--- src/rtl/pcileech_eth_rmii_tx.sv ---
// rtl/pcileech_eth_rmii_tx.sv - RMII transmit framer: preamble/SFD, LSB-first dibits, pad to 60, IFG.
// Define PCILEECH_ETH_TX_FCS_EN to append a generated CRC-32 FCS; otherwise the source supplies it.
module pcileech_eth_rmii_tx #(
  parameter int IFG_BYTES = 12
) (
  input  logic       clk,
  input  logic       rst,
  input  logic [7:0] s_tdata,
  input  logic       s_tvalid,
  input  logic       s_tlast,
  output logic       s_tready,
  output logic       eth_tx_en,
  output logic [1:0] eth_tx_data,
  output logic       busy,
  output logic       underrun
);

  localparam logic [2:0] S_IDLE     = 3'd0;
  localparam logic [2:0] S_PREAMBLE = 3'd1;
  localparam logic [2:0] S_SFD      = 3'd2;
  localparam logic [2:0] S_DATA     = 3'd3;
  localparam logic [2:0] S_PAD      = 3'd4;
`ifdef PCILEECH_ETH_TX_FCS_EN
  localparam logic [2:0] S_FCS      = 3'd5;
`endif
  localparam logic [2:0] S_IFG      = 3'd6;
  localparam logic [2:0] S_DISCARD  = 3'd7;

  // IFG state is one cycle short; the IDLE cycle before the next preamble completes the gap.
  localparam logic [9:0]  IFG_LAST  = 10'(4 * IFG_BYTES - 2);
  localparam logic [10:0] MIN_BYTES = 11'd60;

  logic [2:0]  state_q, state_d;
  logic [9:0]  cnt_q, cnt_d;
  logic [1:0]  dib_q, dib_d;
  logic [7:0]  sh_q, sh_d;
  logic        last_q, last_d;
  logic [10:0] byte_cnt_q, byte_cnt_d;
  logic        tx_en_q, tx_en_d;
  logic [1:0]  txd_q, txd_d;
  logic        underrun_q, underrun_d;

  logic        load_en;
  logic [7:0]  load_val;
  logic        load_last;

`ifdef PCILEECH_ETH_TX_FCS_EN
  logic [31:0] crc_q, crc_d;
  logic [31:0] fcs_q, fcs_d;

  function automatic logic [31:0] crc32_byte(input logic [31:0] crc, input logic [7:0] data);
    logic [31:0] c;
    c = crc ^ {24'h000000, data};
    for (int i = 0; i < 8; i++) begin
      c = c[0] ? ((c >> 1) ^ 32'hEDB88320) : (c >> 1);
    end
    return c;
  endfunction
`endif

  always_comb begin
    s_tready = 1'b0;
    case (state_q)
      S_SFD:     s_tready = (cnt_q == 10'd3);
      S_DATA:    s_tready = (dib_q == 2'd3) && !last_q;
      S_DISCARD: s_tready = 1'b1;
      default:   s_tready = 1'b0;
    endcase
  end

  // Outputs are registered from the next-cycle decision so the wire shows the current state.
  always_comb begin
    state_d    = state_q;
    cnt_d      = cnt_q;
    dib_d      = dib_q + 2'd1;
    sh_d       = {2'b00, sh_q[7:2]};
    last_d     = last_q;
    byte_cnt_d = byte_cnt_q;
    tx_en_d    = 1'b0;
    txd_d      = 2'b00;
    underrun_d = 1'b0;
    load_en    = 1'b0;
    load_val   = s_tdata;
    load_last  = s_tlast;
`ifdef PCILEECH_ETH_TX_FCS_EN
    crc_d      = crc_q;
    fcs_d      = {2'b00, fcs_q[31:2]};
`endif
    case (state_q)
      S_IDLE: begin
        cnt_d      = 10'd0;
        byte_cnt_d = 11'd0;
        if (s_tvalid) begin
          state_d = S_PREAMBLE;
          tx_en_d = 1'b1;
          txd_d   = 2'b01;
`ifdef PCILEECH_ETH_TX_FCS_EN
          crc_d   = 32'hFFFFFFFF;
`endif
        end
      end
      S_PREAMBLE: begin
        tx_en_d = 1'b1;
        txd_d   = 2'b01;
        if (cnt_q == 10'd27) begin
          state_d = S_SFD;
          cnt_d   = 10'd0;
        end else begin
          cnt_d = cnt_q + 10'd1;
        end
      end
      S_SFD: begin
        if (cnt_q != 10'd3) begin
          tx_en_d = 1'b1;
          txd_d   = (cnt_q == 10'd2) ? 2'b11 : 2'b01;
          cnt_d   = cnt_q + 10'd1;
        end else if (s_tvalid) begin
          state_d = S_DATA;
          load_en = 1'b1;
        end else begin
          state_d    = S_DISCARD;
          underrun_d = 1'b1;
        end
      end
      S_DATA, S_PAD: begin
        if (dib_q != 2'd3) begin
          tx_en_d = 1'b1;
          txd_d   = sh_q[1:0];
        end else if (!last_q) begin
          if (s_tvalid) begin
            load_en = 1'b1;
          end else begin
            state_d    = S_DISCARD;
            underrun_d = 1'b1;
          end
        end else if (byte_cnt_q < MIN_BYTES) begin
          state_d   = S_PAD;
          load_en   = 1'b1;
          load_val  = 8'h00;
          load_last = 1'b1;
        end else begin
`ifdef PCILEECH_ETH_TX_FCS_EN
          state_d = S_FCS;
          cnt_d   = 10'd0;
          tx_en_d = 1'b1;
          txd_d   = ~crc_q[1:0];
          fcs_d   = {2'b00, ~crc_q[31:2]};
`else
          state_d = S_IFG;
          cnt_d   = 10'd0;
`endif
        end
      end
`ifdef PCILEECH_ETH_TX_FCS_EN
      S_FCS: begin
        if (cnt_q == 10'd15) begin
          state_d = S_IFG;
          cnt_d   = 10'd0;
        end else begin
          tx_en_d = 1'b1;
          txd_d   = fcs_q[1:0];
          cnt_d   = cnt_q + 10'd1;
        end
      end
`endif
      S_IFG: begin
        if (cnt_q == IFG_LAST) begin
          state_d = S_IDLE;
          cnt_d   = 10'd0;
        end else begin
          cnt_d = cnt_q + 10'd1;
        end
      end
      S_DISCARD: begin
        if (s_tvalid && s_tlast) begin
          state_d = S_IFG;
          cnt_d   = 10'd0;
        end
      end
      default: state_d = S_IDLE;
    endcase

    if (load_en) begin
      tx_en_d = 1'b1;
      txd_d   = load_val[1:0];
      sh_d    = {2'b00, load_val[7:2]};
      dib_d   = 2'd0;
      last_d  = load_last;
      if (byte_cnt_q != 11'h7FF) begin
        byte_cnt_d = byte_cnt_q + 11'd1;
      end
`ifdef PCILEECH_ETH_TX_FCS_EN
      crc_d = crc32_byte(crc_q, load_val);
`endif
    end
  end

  always_ff @(posedge clk) begin
    if (rst) begin
      state_q    <= S_IDLE;
      cnt_q      <= 10'd0;
      dib_q      <= 2'd0;
      sh_q       <= 8'h00;
      last_q     <= 1'b0;
      byte_cnt_q <= 11'd0;
      tx_en_q    <= 1'b0;
      txd_q      <= 2'b00;
      underrun_q <= 1'b0;
`ifdef PCILEECH_ETH_TX_FCS_EN
      crc_q      <= 32'hFFFFFFFF;
      fcs_q      <= 32'h00000000;
`endif
    end else begin
      state_q    <= state_d;
      cnt_q      <= cnt_d;
      dib_q      <= dib_d;
      sh_q       <= sh_d;
      last_q     <= last_d;
      byte_cnt_q <= byte_cnt_d;
      tx_en_q    <= tx_en_d;
      txd_q      <= txd_d;
      underrun_q <= underrun_d;
`ifdef PCILEECH_ETH_TX_FCS_EN
      crc_q      <= crc_d;
      fcs_q      <= fcs_d;
`endif
    end
  end

  assign eth_tx_en   = tx_en_q;
  assign eth_tx_data = txd_q;
  assign underrun    = underrun_q;
  assign busy        = (state_q != S_IDLE);

endmodule

--- config.mk ---
export PLATFORM = sky130hd
export DESIGN_NAME = pcileech_eth_rmii_tx
export DESIGN_NICKNAME = d
export VERILOG_FILES = /design/src/rtl/pcileech_eth_rmii_tx.sv
export SDC_FILE = /design/constraint.sdc
export NUM_CORES = 1
export LEC_CHECK = 0
export ABC_AREA = 0
export CAP_MARGIN = 20
export CORE_MARGIN = 4
export CORE_UTILIZATION = 45
export CTS_BUF_LIST = sky130_fd_sc_hd__clkbuf_4
export CTS_CLUSTER_SIZE = 14
export DETAILED_ROUTE_END_ITERATION = 16
export SLEW_MARGIN = 10
export SYNTH_ARGS = -nofsm -noshare
export SYNTH_HDL_FRONTEND = slang
export SYNTH_SLANG_ARGS = --single-unit
--- constraint.sdc ---
create_clock -name clk -period 3 [get_ports clk]
set_clock_uncertainty 0.2 [all_clocks]
set_input_delay 0.6 -clock clk [delete_from_list [all_inputs] [get_ports clk]]
set_output_delay 0.6 -clock clk [all_outputs]
set_load 0.02 [all_outputs]
Word-level counts from Yosys, hierarchy flattened --
Index checks and enable logic that the tools add are counted.
Operators by class: add/subtract/negate cells 3, $mul 0, div/mod/pow operators 0, magnitude comparators 1, eq/ne operators 24, shift-type cells 0, mux-type cells 53, bitwise gates (word level) 0, reductions and logical operators 10
Operator list (count):
- 2-to-1 mux 10 bit | 7
- one-hot mux 10 bit (6 select lines) | 1
- 2-to-1 mux 11 bit | 3
- 2-to-1 mux 8 bit | 4
- 2-to-1 mux 3 bit | 9
- == test 10 x 2 -> 1 bit, second input constant | 2
- inequality test 2 bit, second input constant | 10
- one-hot mux 3 bit (6 select lines) | 1
- 2-to-1 mux 1 bit | 17
- adder 11 x 1 -> 11 bit, second input constant | 1
- less-than comparator 11 x 6 -> 1 bit, second input constant | 1
- inequality test 11 bit, second input constant | 1
- adder 10 x 1 -> 10 bit, second input constant | 1
- == test 10 x 5 -> 1 bit, second input constant | 1
- == test 10 x 6 -> 1 bit, second input constant | 1
- 2-to-1 mux 2 bit | 5
- inequality test 10 x 2 -> 1 bit, second input constant | 1
- == test 3 bit, second input constant | 3
- one-hot mux 2 bit (4 select lines) | 1
- AND reduction 7 bit | 1
- == test 3 x 2 -> 1 bit, second input constant | 2
- 2-to-1 mux 6 bit | 1
- AND reduction 6 bit | 1
- nonzero test 6 bit | 1
- 12 further kinds | 15
Storage, ports and cells: register bits after elaboration 39, latch bits 0, RAM bits 0, ROM bits 0, bits of input ports 12, output and inout bits 6, memories kept 0

Depth between registers and ports, before layout --
depth in word-level cells 6, depth in mapped cells 8, depth with buffers taken out 7

Worst setup path after synthesis --
OpenSTA, ideal clock, no wires.
kind register -> register, from register cnt_q[0], to register state_q[1], data arrival time 2.104 ns, required time 2.730 ns, path slack 0.626 ns, cell stages (with the launch flop) 7, cells stage by stage dfxtp_1 -> ha_1 -> or3b_2 -> o311ai_4 -> o211ai_1 -> or4_1 -> a21oi_1
Between the ends: longest elaborated chain between the ends 3, elaborated cells on any way between the ends 7, those cells by class eq/ne (6); reduce/logical (1)
RTL lines:
- start, declared | line 34 | logic [9:0] cnt_q, cnt_d;
- start signal, assigned | line 215 | cnt_q <= cnt_d;
- == test 10 x 6 -> 1 bit (tied with other cells) | line 167 | if (cnt_q == IFG_LAST) begin
- inequality test 2 bit (no line)
- AND reduction 7 bit (no line) *
- end signal, assigned | line 214 | state_q <= state_d;
- end, declared | line 33 | logic [2:0] state_q, state_d;
Every way passes the cells marked *; elsewhere a longest branch is shown, timed or not. A chain may end at the register's enable or synchronous reset.

Final worst setup path --
from register cnt_q[0], to output s_tready
Between the ends: longest elaborated chain between the ends 2
RTL lines:
- == test 10 x 2 -> 1 bit | line 64 | S_SFD: s_tready = (cnt_q == 10'd3);
- one-hot mux 1 bit (3 select lines) | line 63 | case (state_q)
- end, declared | line 11 | output logic s_tready,
Every way passes these cells.

==> out/metrics.cfg <==
[global_route]
grt_max_degree = 17
grt_pass1_wl_um = 9980
met3_usage = 0.0451
antenna_found_initial = 0
grt_pass1_vias = 2085
grt_use_total = 0.199
use_met2 = 0.313
grt_use_met1 = 0.270
overflow = 0
grt-busiest-layer = met2

[clock_tree]
cts_root_buf = clkbuf_4
clkSinkCount = 37
cts_tree = done
clk_pin_slew_ns = 0.12
htreeDepth = 2
clockBufferDepth = 2
cts-buffers-inserted = 5
insertion_delay_ns = 0.35

[power]
power.density_nw_per_um2 = 673
p_seq_frac = 0.339
leakage_uw = 0.000964
comb_power_share = 0.464
p_sw_frac = 0.398
ir_drop_mv = 0.310
power.switching_uw = 723
p_int_uw = 1090
clockPowerShare = 0.198

[route]
wl_per_cell_um = 15.7
first_iter_violations = 149
routed_wl_um = 5850
vias = 2241
drt_first_pass_iters = 4
drc_errors = 0
ant_nets = 0
via_per_inst = 6.02

[die]
top_level_ports = 18
core_area_um2 = 4850
std_cell_rows = 25
dieHeight_um = 79.7
fp.dieW_um = 79.7
dieArea_um2 = 6360
initial_core_util = 0.478

[sta]
hold_viol = 0
fmax_ghz = 0.344
min_period_ns = 2.90
finalSetupViolations = 0
tightest_slew_ns = 0.527
rsz0062_at_grt = false
relSlewSlack = 0.646
slew_viol_final = 0
tns_ns = 0
finalCritPeriodShare = 0.968

[placed_design]
placed_cells = 364
io_buffer_count = 17
hpwlAfterDp_um = 4340
gp_congestion = 0.821
post_dp_cell_area_um2 = 2590

[synthesis]
synth_flop_cell = dfxtp_1
ys_ff_latch = 37
syn_avg_cell_area_um2 = 8.24
yosysSeqAreaShare = 0.320
synth_cell_types = 59
synthCells = 281
synth_edf_count = 0
yosys_warnings = 0
synth_fp_nets = 297
async_reset_ff_frac = 0
syn_area_um2 = 2320

[flow_run]
maxCapViolCount = 0

[worst_setup_path]
critPathArrivalTime_ns = 2.10
endpoint_kind = output port
cp_data_required_time_ns = 2.20
crit_fanout = 5
reg2reg_from = cnt_q[0]$_SDFFE_PP0P_
worstSetupStartpointType = flop
crit_type = reg -> out
crit_start = cnt_q[0]$_SDFFE_PP0P_

[finish]
nets = 320
fillers = 461
multi_input_area_um2 = 1460
seq_area_um2 = 743
area_growth_pct = 16.6
final_cells = 372
diodes = 0
drive_above_1_share = 0.154
final_cell_mix = dfxtp_1 (35), nor2_1 (19), clkdlybuf4s50_1 (17), buf_4 (17), nand2_1 (16)
final_common_cell = dfxtp_1
design_area_um2 = 2700

[min_path]
hp-start = dib_q[0]$_SDFF_PP0_
hold_class = reg -> reg

[status]
outcome = finished, final reports clean

-- kinds of logic after synthesis --
family	share of synthesized area
flip-flops	0.320
AND/OR/NAND/NOR	0.306
buffers and inverters	0.0578
multiplexers	0.00432
adder cells (fa/ha/maj)	0.0216
XOR/XNOR	0.0151
AO/OA/AOI/OAI	0.275
-- path summary, 6_finish.rpt --
kind,to,slack (ns),cells past startpoint
worst max-delay path,s_tready,0.1,5
worst min-delay path,dib_q[0]$_SDFF_PP0_,0.24,1
worst max register to register,state_q[1]$_SDFFE_PP0P_,0.33,7
worst min register to register,dib_q[0]$_SDFF_PP0_,0.24,1
-- timing repair --
item / in CTS / in global routing
endpoints found under the hold margin: 0 / 0
resized for setup: 2 / 4
cloned: 0 / 0
pin swaps: 0 / 1
buffers inserted: 0 / 0
hold buffers: 0 / 0
endpoints found under the setup margin: 1 / 1
-- worst max-delay path: stages, from the launching register on --
cell and delay, ns:
dfxtp_1 0.40, ha_1 0.19, nor3b_2 0.24, nand4_1 0.21, nand2_1 0.12, clkdlybuf4s50_1 0.60
-- layer usage --
metal | vias up | part of all wire
met3 | 8 | 0.064
li1 | 1120 | -
met5 | - | 0
met2 | 67 | 0.45
met4 | 0 | 0.013
met1 | 1046 | 0.48
-- layout make-up --
class,count,share of cell area
multi-input cells,218,0.542
flip-flops and latches,37,0.275
repair buffers,34,0.110
well taps,67,0.0310
clock inverters,3,0.0162
clock buffers,5,0.0139
inverters,8,0.0111
-- power groups by stage --
stage | clock [uW] | combinational, uW | sequential, uW
after floorplan | 0 | 611 | 582
after global placement | 0 | 831 | 620
after detailed placement | 0 | 838 | 621
after CTS | 377 | 840 | 609
after global routing | 402 | 931 | 624
final | 359 | 842 | 615
-- flip-flops by register name, summed over array words and instances (netlist names) --
name	cells
byte_cnt_q	11
cnt_q	10
dib_q	2
eth_tx_data	2
eth_tx_en	1
last_q	1
sh_q	6
state_q	3
underrun	1
-- metrics by stage --
stage | util | hold WS [ns] | power, uW | worst slack, ns
3_3_place_gp | 0.535 | 0.227 | 1450 | 0.314
2_1_floorplan | - | 0.208 | 1190 | 0.626
4_1_cts | 0.554 | 0.247 | 1830 | 0.0759
3_5_place_dp | 0.535 | 0.226 | 1460 | 0.294
5_1_grt | 0.557 | 0.284 | 1960 | 0.00599
6_report | 0.557 | 0.244 | 1820 | 0.0965
-- synthesized netlist by cell type, types with 4 or more instances --
master / count / area (um^2)
dfxtp_1: 37 / 741
nor2_1: 19 / 71.3
nand2_1: 16 / 60.1
a21oi_1: 15 / 75.1
nand3_1: 14 / 70.1
o21ai_0: 13 / 65.1
nand4_1: 10 / 62.6
and3_1: 8 / 50.1
clkbuf_1: 8 / 30.0
inv_1: 8 / 30.0
nor3_1: 8 / 40.0
buf_4: 7 / 52.6
o211ai_1: 7 / 52.6
and2_1: 6 / 37.5
nor2b_1: 6 / 37.5
nor3b_1: 6 / 45.0
nor4_1: 6 / 37.5
o32ai_1: 5 / 43.8
a22o_1: 4 / 35.0
a31oi_1: 4 / 25.0
ha_1: 4 / 50.1
nand2b_1: 4 / 25.0
o21a_1: 4 / 30.0
o22ai_1: 4 / 25.0
o31ai_1: 4 / 30.0
or4_1: 4 / 30.0
xor2_1: 4 / 35.0
Power figures use the tool's default switching activity.
